--- src/rtl/ddr_port_arbiter.sv ---
// Four-port DDR command arbiter: two write and two read channels share one burst engine.
// Round-robin grant, command handshake, per-channel strobe routing and a BUSY watchdog.
`timescale 1ns/1ps

// state  | meaning
// IDLE   | waiting for a request while ddr_init_done is high; winner latched on grant
// ISSUE  | cmd_valid held with latched fields until cmd_ready
// BUSY   | engine strobes routed to the granted channel; watchdog running
// DONE   | one-cycle finish pulse to the granted channel
module ddr_port_arbiter #(
   parameter int ADDR_W  = 24,
   parameter int LEN_W   = 10,
   parameter int TIMEOUT = 4095
) (
   input  logic                  clk_ref,
   input  logic                  rst,
   input  logic                  ddr_init_done,
   input  logic [1:0]            wr_req,
   input  logic [2*ADDR_W-1:0]   wr_addr,
   input  logic [2*LEN_W-1:0]    wr_len,
   input  logic [1:0]            rd_req,
   input  logic [2*ADDR_W-1:0]   rd_addr,
   input  logic [2*LEN_W-1:0]    rd_len,
   output logic [1:0]            wr_ack,
   output logic [1:0]            rd_ack,
   output logic [1:0]            wr_finish,
   output logic [1:0]            rd_finish,
   output logic                  cmd_valid,
   input  logic                  cmd_ready,
   output logic                  cmd_wr,
   output logic [ADDR_W-1:0]     cmd_addr,
   output logic [LEN_W-1:0]      cmd_len,
   input  logic                  eng_wr_ack,
   input  logic                  eng_rd_ack,
   input  logic                  eng_done,
   output logic [1:0]            grant_id,
   output logic                  busy,
   output logic                  timeout_err
);

   localparam int WD_W = $clog2(TIMEOUT + 1);
   localparam logic [WD_W-1:0] WD_LAST = WD_W'(TIMEOUT - 1);

   typedef enum logic [1:0] {
      S_IDLE  = 2'd0,
      S_ISSUE = 2'd1,
      S_BUSY  = 2'd2,
      S_DONE  = 2'd3
   } state_t;

   state_t              state;
   state_t              state_nxt;
   logic [1:0]          last_grant;
   logic [1:0]          grant_q;
   logic                cmd_wr_q;
   logic [ADDR_W-1:0]   addr_q;
   logic [LEN_W-1:0]    len_q;
   logic [WD_W-1:0]     wdog;
   logic                err_q;

   logic [3:0]          req_all;
   logic [1:0]          pick;
   logic [1:0]          idx;
   logic                pick_vld;
   logic [ADDR_W-1:0]   pick_addr;
   logic [LEN_W-1:0]    pick_len;
   logic                grant_en;
   logic                zero_len;
   logic                wdog_hit;
   logic                handshake;

   // bit index equals grant id: wr0, wr1, rd0, rd1
   assign req_all = {rd_req, wr_req};

   always_comb begin
      pick     = 2'd0;
      pick_vld = 1'b0;
      idx      = 2'd0;
      for (int i = 1; i <= 4; i++) begin
         idx = last_grant + 2'(i);
         if (!pick_vld && req_all[idx]) begin
            pick     = idx;
            pick_vld = 1'b1;
         end
      end
   end

   always_comb begin
      pick_addr = rd_addr[2*ADDR_W-1:ADDR_W];
      pick_len  = rd_len[2*LEN_W-1:LEN_W];
      case (pick)
         2'd0: begin
            pick_addr = wr_addr[ADDR_W-1:0];
            pick_len  = wr_len[LEN_W-1:0];
         end
         2'd1: begin
            pick_addr = wr_addr[2*ADDR_W-1:ADDR_W];
            pick_len  = wr_len[2*LEN_W-1:LEN_W];
         end
         2'd2: begin
            pick_addr = rd_addr[ADDR_W-1:0];
            pick_len  = rd_len[LEN_W-1:0];
         end
         default: begin
            pick_addr = rd_addr[2*ADDR_W-1:ADDR_W];
            pick_len  = rd_len[2*LEN_W-1:LEN_W];
         end
      endcase
   end

   assign grant_en  = (state == S_IDLE) && ddr_init_done && pick_vld;
   assign zero_len  = (pick_len == '0);
   assign handshake = (state == S_ISSUE) && cmd_ready;
   assign wdog_hit  = (state == S_BUSY) && (wdog == WD_LAST);

   always_comb begin
      state_nxt = state;
      case (state)
         S_IDLE:  if (grant_en) state_nxt = zero_len ? S_DONE : S_ISSUE;
         S_ISSUE: if (cmd_ready) state_nxt = S_BUSY;
         S_BUSY:  if (eng_done || wdog_hit) state_nxt = S_DONE;
         S_DONE:  state_nxt = S_IDLE;
         default: state_nxt = S_IDLE;
      endcase
   end

   always_ff @(posedge clk_ref) begin
      if (rst) begin
         state      <= S_IDLE;
         last_grant <= 2'd3;
         grant_q    <= 2'd0;
         cmd_wr_q   <= 1'b0;
         addr_q     <= '0;
         len_q      <= '0;
         wdog       <= '0;
         err_q      <= 1'b0;
      end else begin
         state <= state_nxt;
         if (grant_en) begin
            grant_q  <= pick;
            cmd_wr_q <= ~pick[1];
            addr_q   <= pick_addr;
            len_q    <= pick_len;
            // zero-length bursts never handshake, so rotate the pointer here
            if (zero_len) last_grant <= pick;
         end
         if (handshake) begin
            wdog       <= '0;
            last_grant <= grant_q;
         end else if (state == S_BUSY) begin
            wdog <= wdog + WD_W'(1);
         end
         // a real eng_done in the terminal cycle wins over the watchdog
         if (wdog_hit && !eng_done) err_q <= 1'b1;
      end
   end

   always_comb begin
      wr_ack    = 2'b00;
      rd_ack    = 2'b00;
      wr_finish = 2'b00;
      rd_finish = 2'b00;
      if (state == S_BUSY) begin
         if (!grant_q[1]) wr_ack[grant_q[0]] = eng_wr_ack;
         else             rd_ack[grant_q[0]] = eng_rd_ack;
      end
      if (state == S_DONE) begin
         if (!grant_q[1]) wr_finish[grant_q[0]] = 1'b1;
         else             rd_finish[grant_q[0]] = 1'b1;
      end
   end

   assign cmd_valid   = (state == S_ISSUE);
   assign cmd_wr      = cmd_wr_q;
   assign cmd_addr    = addr_q;
   assign cmd_len     = len_q;
   assign grant_id    = grant_q;
   assign busy        = (state != S_IDLE);
   assign timeout_err = err_q;

endmodule

--- config.mk ---
export PLATFORM = sky130hd
export DESIGN_NAME = ddr_port_arbiter
export DESIGN_NICKNAME = d
export VERILOG_FILES = /design/src/rtl/ddr_port_arbiter.sv
export SDC_FILE = /design/constraint.sdc
export NUM_CORES = 1
export LEC_CHECK = 0
export CORE_AREA = 5 5 107 109
export CTS_CLUSTER_SIZE = 20
export DETAILED_ROUTE_END_ITERATION = 16
export DIE_AREA = 0 0 112 114
export GPL_TIMING_DRIVEN = 0
export PLACE_DENSITY = 0.79
export SETUP_SLACK_MARGIN = 0.1
export SLEW_MARGIN = 30
export SYNTH_ARGS = -nofsm -noshare
export SYNTH_HDL_FRONTEND = slang
export SYNTH_SLANG_ARGS = --single-unit
--- constraint.sdc ---
create_clock -name clk_ref -period 3.01 [get_ports clk_ref]
set_input_delay 0.4515 -clock clk_ref [delete_from_list [all_inputs] [get_ports clk_ref]]
set_output_delay 0.4515 -clock clk_ref [all_outputs]
set_load 0.005 [all_outputs]
Yosys cells after proc, flatten, opt, wreduce, memory -nomap -nowiden --
Cells that the tools add are included.
Word-level totals: register bits after elaboration 54, output and inout port bits 48
Cells by class: magnitude comparators 6, bitwise logic cells 3, add/sub/neg operators 4, reduce and logical (&&, ||, !) cells 23, equal/unequal tests 9, muxes and demuxes 36
Operator list (number):
- $pmux W24 S3 | 1
- $mux W2 | 19
- $pmux W10 S3 | 1
- $add A12 B1 Y12 const B | 1
- $eq A12 B12 Y1 const B | 1
- $lt A2 B3 Y1 const B | 4
- $logic_not A10 Y1 | 1
- $logic_and A1 B1 Y1 | 9
- $mux W1 | 9
- $bmux W1 S2 | 4
- $pmux W2 S4 | 1
- $eq A2 B2 Y1 const B | 3
- $reduce_bool A2 Y1 | 3
- $add A2 B2 Y2 const B | 2
- $and A2 B2 Y2 | 2
- $eq A2 B1 Y1 const B | 2
- $logic_not A1 Y1 | 4
- $logic_not A2 Y1 | 2
- $ne A2 B1 Y1 const B | 2
- $reduce_and A3 Y1 | 1
- $add A2 B1 Y2 const B | 1
- $lt A1 B2 Y1 const B | 1
- $ne A2 B2 Y1 const B | 1
- $reduce_and A2 Y1 | 1
- other kinds (5) | 5

Longest topological paths before layout --
depth in word-level cells 19, mapped depth 10, mapped depth without buffers 7

Worst setup path after synthesis --
No wires, ideal clock.
path kind input to register, start input port wr_req[0], end register last_grant[0], data arrival time 1.943 ns, setup slack 0.941 ns, stages on the path 8, setup time 0.126 ns, cells stage by stage o211a_1 nor2_2 buf_4 a21boi_0 o32ai_1 o2111a_2 nand4_2 mux2i_1
On the way: longest elaborated chain between the ends 17
RTL lines:
- start, declared | RTL line 18 | input logic [1:0] wr_req,
- $bmux W1 S2 | RTL line 81 | if (!pick_vld && req_all[idx]) begin
- $mux W1 (implied by the code) | RTL line 81
- $mux W1 | RTL line 81
- $logic_not A1 Y1 | RTL line 81
- $logic_and A1 B1 Y1 | RTL line 81
- $mux W1 | RTL line 81
- $logic_not A1 Y1 | RTL line 81
- $logic_and A1 B1 Y1 | RTL line 81
- $mux W1 | RTL line 81
- $logic_not A1 Y1 | RTL line 81
- $logic_and A1 B1 Y1 | RTL line 81
- $mux W2 | RTL line 81
- $eq A2 B2 Y1, or another cell as far along | RTL line 91 | case (pick)
- $pmux W10 S3 | RTL line 91
- $logic_not A10 Y1 | RTL line 112 | assign zero_len = (pick_len == '0);
- $reduce_bool A2 Y1 (no line)
- $reduce_and A2 Y1 (no line)
- end signal, assigned | RTL line 145 | if (zero_len) last_grant <= pick;
- end signal, assigned | RTL line 149 | last_grant <= grant_q;
- end, declared | RTL line 53 | logic [1:0] last_grant;
Several ways; a longest one is shown, not always the timed one. The select of a mux whose other input is x is not followed. A chain may end at the register's enable or synchronous reset.

Worst setup path in the final report --
start input port wr_req[0], end register addr_q[20], in the netlist cmd_addr[20]
On the way: longest elaborated chain between the ends 14
RTL lines:
- $bmux W1 S2 | RTL line 81
- $mux W1 (implied by the code) | RTL line 81
- $mux W1 | RTL line 81
- $logic_not A1 Y1 | RTL line 81
- $logic_and A1 B1 Y1 | RTL line 81
- $mux W1 | RTL line 81
- $logic_not A1 Y1 | RTL line 81
- $logic_and A1 B1 Y1 | RTL line 81
- $mux W1 | RTL line 81
- $logic_not A1 Y1 | RTL line 81
- $logic_and A1 B1 Y1 | RTL line 81
- $mux W2 | RTL line 81
- $eq A2 B2 Y1, or another cell as far along | RTL line 91
- $pmux W24 S3 | RTL line 91
- end signal, assigned | RTL line 142 | addr_q <= pick_addr;
- end, declared | RTL line 56 | logic [ADDR_W-1:0] addr_q;
Several ways; a longest one is shown, not always the timed one. The select of a mux whose other input is x is not followed.

==> qor.yml <==
power_switching_mw: 1.30
path_clk_slew_ns: 0.09
wl_per_cell_um: 17.9
wl_um: 14500
synth_edf_count: 0
synthToLayoutAreaGrowth_pct: 62.5
internal_power_mw: 1.87
seq_power_share_pct: 30.1
die_area_um2: 12800
netlist_area_um2: 3520
drtIter0Drc: 195
antenna_found_initial: 0
die_x_um: 112
clk_latency_ns: 0.31
fillCellCount: 1003
p_per_area_nw_per_um2: 553
grt_pass1_wl_um: 22300
track_usage_pct: 21.4
routed-via-count: 4396
synth_nets: 623
core_um2: 10500
path_max_fanout: 10
slew_viol_final: 0
status: "completed"
ys_ff_latch: 54
ys_seq_area_share_pct: 30.7
grt_pass1_vias: 4477
timing.slew.headroom_pct: 41.2
swShare_pct: 41.0
endpoint_kind: "flip-flop"
p_leak_nw: 2.25
layout.cells.most_common_list: "clkdlybuf4s50_1 (193), nor2_1 (62), nand2_1 (59)"
combPwrFrac_pct: 55.9
drive_gt1_share_pct: 6.57
initial_core_util_pct: 33.5
post-route-min-period_ns: 2.66
first_pass_iters: 4
rsz0062_at_grt: "false"
yosysWarnings: 0
postPlaceCellArea_um2: 5630
grt_max_degree: 17
numCtsBuffers: 5
portBuffers: 193
synth.avg_cell_area_um2: 7.51
detail-route-antenna-nets: 0
utilization_pct: 54.5
final_cells: 810
post_cts_resize_count: 0
cts_tree: "built"
nNetsFinal: 823
fp.dieH_um: 114
dp.cells: 802
ctsLongestPathBuffers: 2
post-cts-setup-buffer-count: 0
cp.required_ns: 3.19
hold_viol: 0
crit_arrival_ns: 2.84
max_clock_freq_ghz: 0.376
synth_cell_type_count: 55
clockRootBuffer: "clkbuf_8"
cts_sinks: 54
holdBufCountCts: 0
final_common_cell: "clkdlybuf4s50_1"
tightestPinTransition_ns: 0.876
startpoint_type: "primary input"
dp.final_hpwl_um: 11600
num_rows: 38
clkPwrFrac_pct: 13.9
h-tree-depth: 2
setup_viol: 0
p_total_mw: 3.17
ys_async_sr_fraction_pct: 0
gr-total-overflow: 0
ioPinCount: 195
ir_drop_uv: 261
hold_path_class: "flip-flop to flip-flop"
final_area_um2: 5730
n_antenna_cell: 0
finalWeightedCongestion: 0.934
ys_dominant_reg_cell: "dfxtp_1"
cap_violations: 0
syn_inst: 469
min_period_over_period_pct: 88.4
viasPerCell: 5.43
worst_clock_skew_ns: 0.0193
path_class: "primary input to flip-flop"
remaining_drc_errors: 0
[metal layers]
layer	wire, µm	up-vias	global-route usage [%]
met4	405	0	6.41
met2	7300	174	39.1
met1	5710	2078	24.8
li1	-	2115	-
met5	0	-	0
met3	1120	29	5.36
[kinds of logic (layout without fill, tap and decap cells)]
family | count (synthesis) | in the layout | share of synthesized area [%]
mux | 3 | 3 | 0.852
simple gates | 210 | 210 | 29.3
compound gates | 135 | 135 | 28.0
buf+inv | 50 | 251 | 6.25
fa+ha+maj | 7 | 7 | 2.49
xor+xnor | 10 | 10 | 2.49
flops | 54 | 54 | 30.7
[critical path: stages]
cell             delay [ns]
clkdlybuf4s50_1        0.48
o211a_1                0.27
nor2_2                 0.30
nand2_1                0.24
buf_2                  0.26
buf_2                  0.22
a211oi_1               0.31
a311oi_1               0.09
a21oi_1                0.16
nor2_1                 0.05
[path summary, 6_finish.rpt]
kind                        to  depth (start not counted)           from  slack [ns]
hold / removal     timeout_err                          2    timeout_err        0.49
hold reg to reg    timeout_err                          2    timeout_err        0.49
setup / recovery  cmd_addr[20]                         10      wr_req[0]        0.35
setup reg to reg      state[1]                          7  last_grant[1]        0.60
[power groups by stage]
stage / registers, mW / logic [mW] / clock network, mW
final: 0.955 / 1.77 / 0.442
after global routing: 0.974 / 1.94 / 0.477
after CTS: 0.954 / 1.77 / 0.444
after detailed placement: 0.969 / 1.76 / 0
after global placement: 0.965 / 1.72 / 0
after floorplan: 0.960 / 0.965 / 0
[state kept, by name (all words and copies together), names as in the netlist]
signal / cells
state: 2
last_grant: 2
cmd_wr: 1
cmd_len: 10
wdog: 12
grant_id: 2
cmd_addr: 24
timeout_err: 1
[per-stage QoR]
stage | setup TNS (ns) | hold WS, ns | setup slack, ns
floorplan | 0 | 0.453 | 0.941
detailed placement | -0.243 | 0.465 | -0.0419
global placement | 0 | 0.455 | 0.0584
global route | 0 | 0.506 | 0.108
finish | 0 | 0.489 | 0.348
CTS | 0 | 0.487 | 0.283
[synthesized netlist by cell type, types with 3 or more instances]
master / instances / area share [%]
nand4_1: 7 / 1.2
a21oi_1: 39 / 5.5
and3b_1: 3 / 0.75
a21boi_0: 7 / 1.5
nand3_1: 9 / 1.3
xor2_1: 7 / 1.7
ha_1: 7 / 2.5
and2_1: 3 / 0.53
mux2i_1: 3 / 0.85
nor3_1: 5 / 0.71
and3_1: 38 / 6.7
xnor2_1: 3 / 0.75
nor2_1: 62 / 6.6
a311oi_1: 26 / 6.5
o32ai_1: 6 / 1.5
a211oi_1: 37 / 7.9
nand2_1: 59 / 6.3
nand2b_1: 4 / 0.71
o21ai_0: 4 / 0.57
clkbuf_1: 22 / 2.3
dfxtp_1: 54 / 31
buf_2: 16 / 2.3
inv_1: 9 / 0.96
[area by class of cell]
class                           instances  area, µm²  area share [%]
Clock inverter                          2       12.5           0.218
Sequential cell                        54       1080            18.9
Buffer                                 41        188            3.28
Inverter                                9       33.8           0.590
Tap cell                              140        175            3.06
Timing Repair Buffer                  193       1930            33.7
Multi-Input combinational cell        365       2220            38.8
Clock buffer                            6       82.6            1.44
No activity file was read; power rests on OpenSTA's default activity.
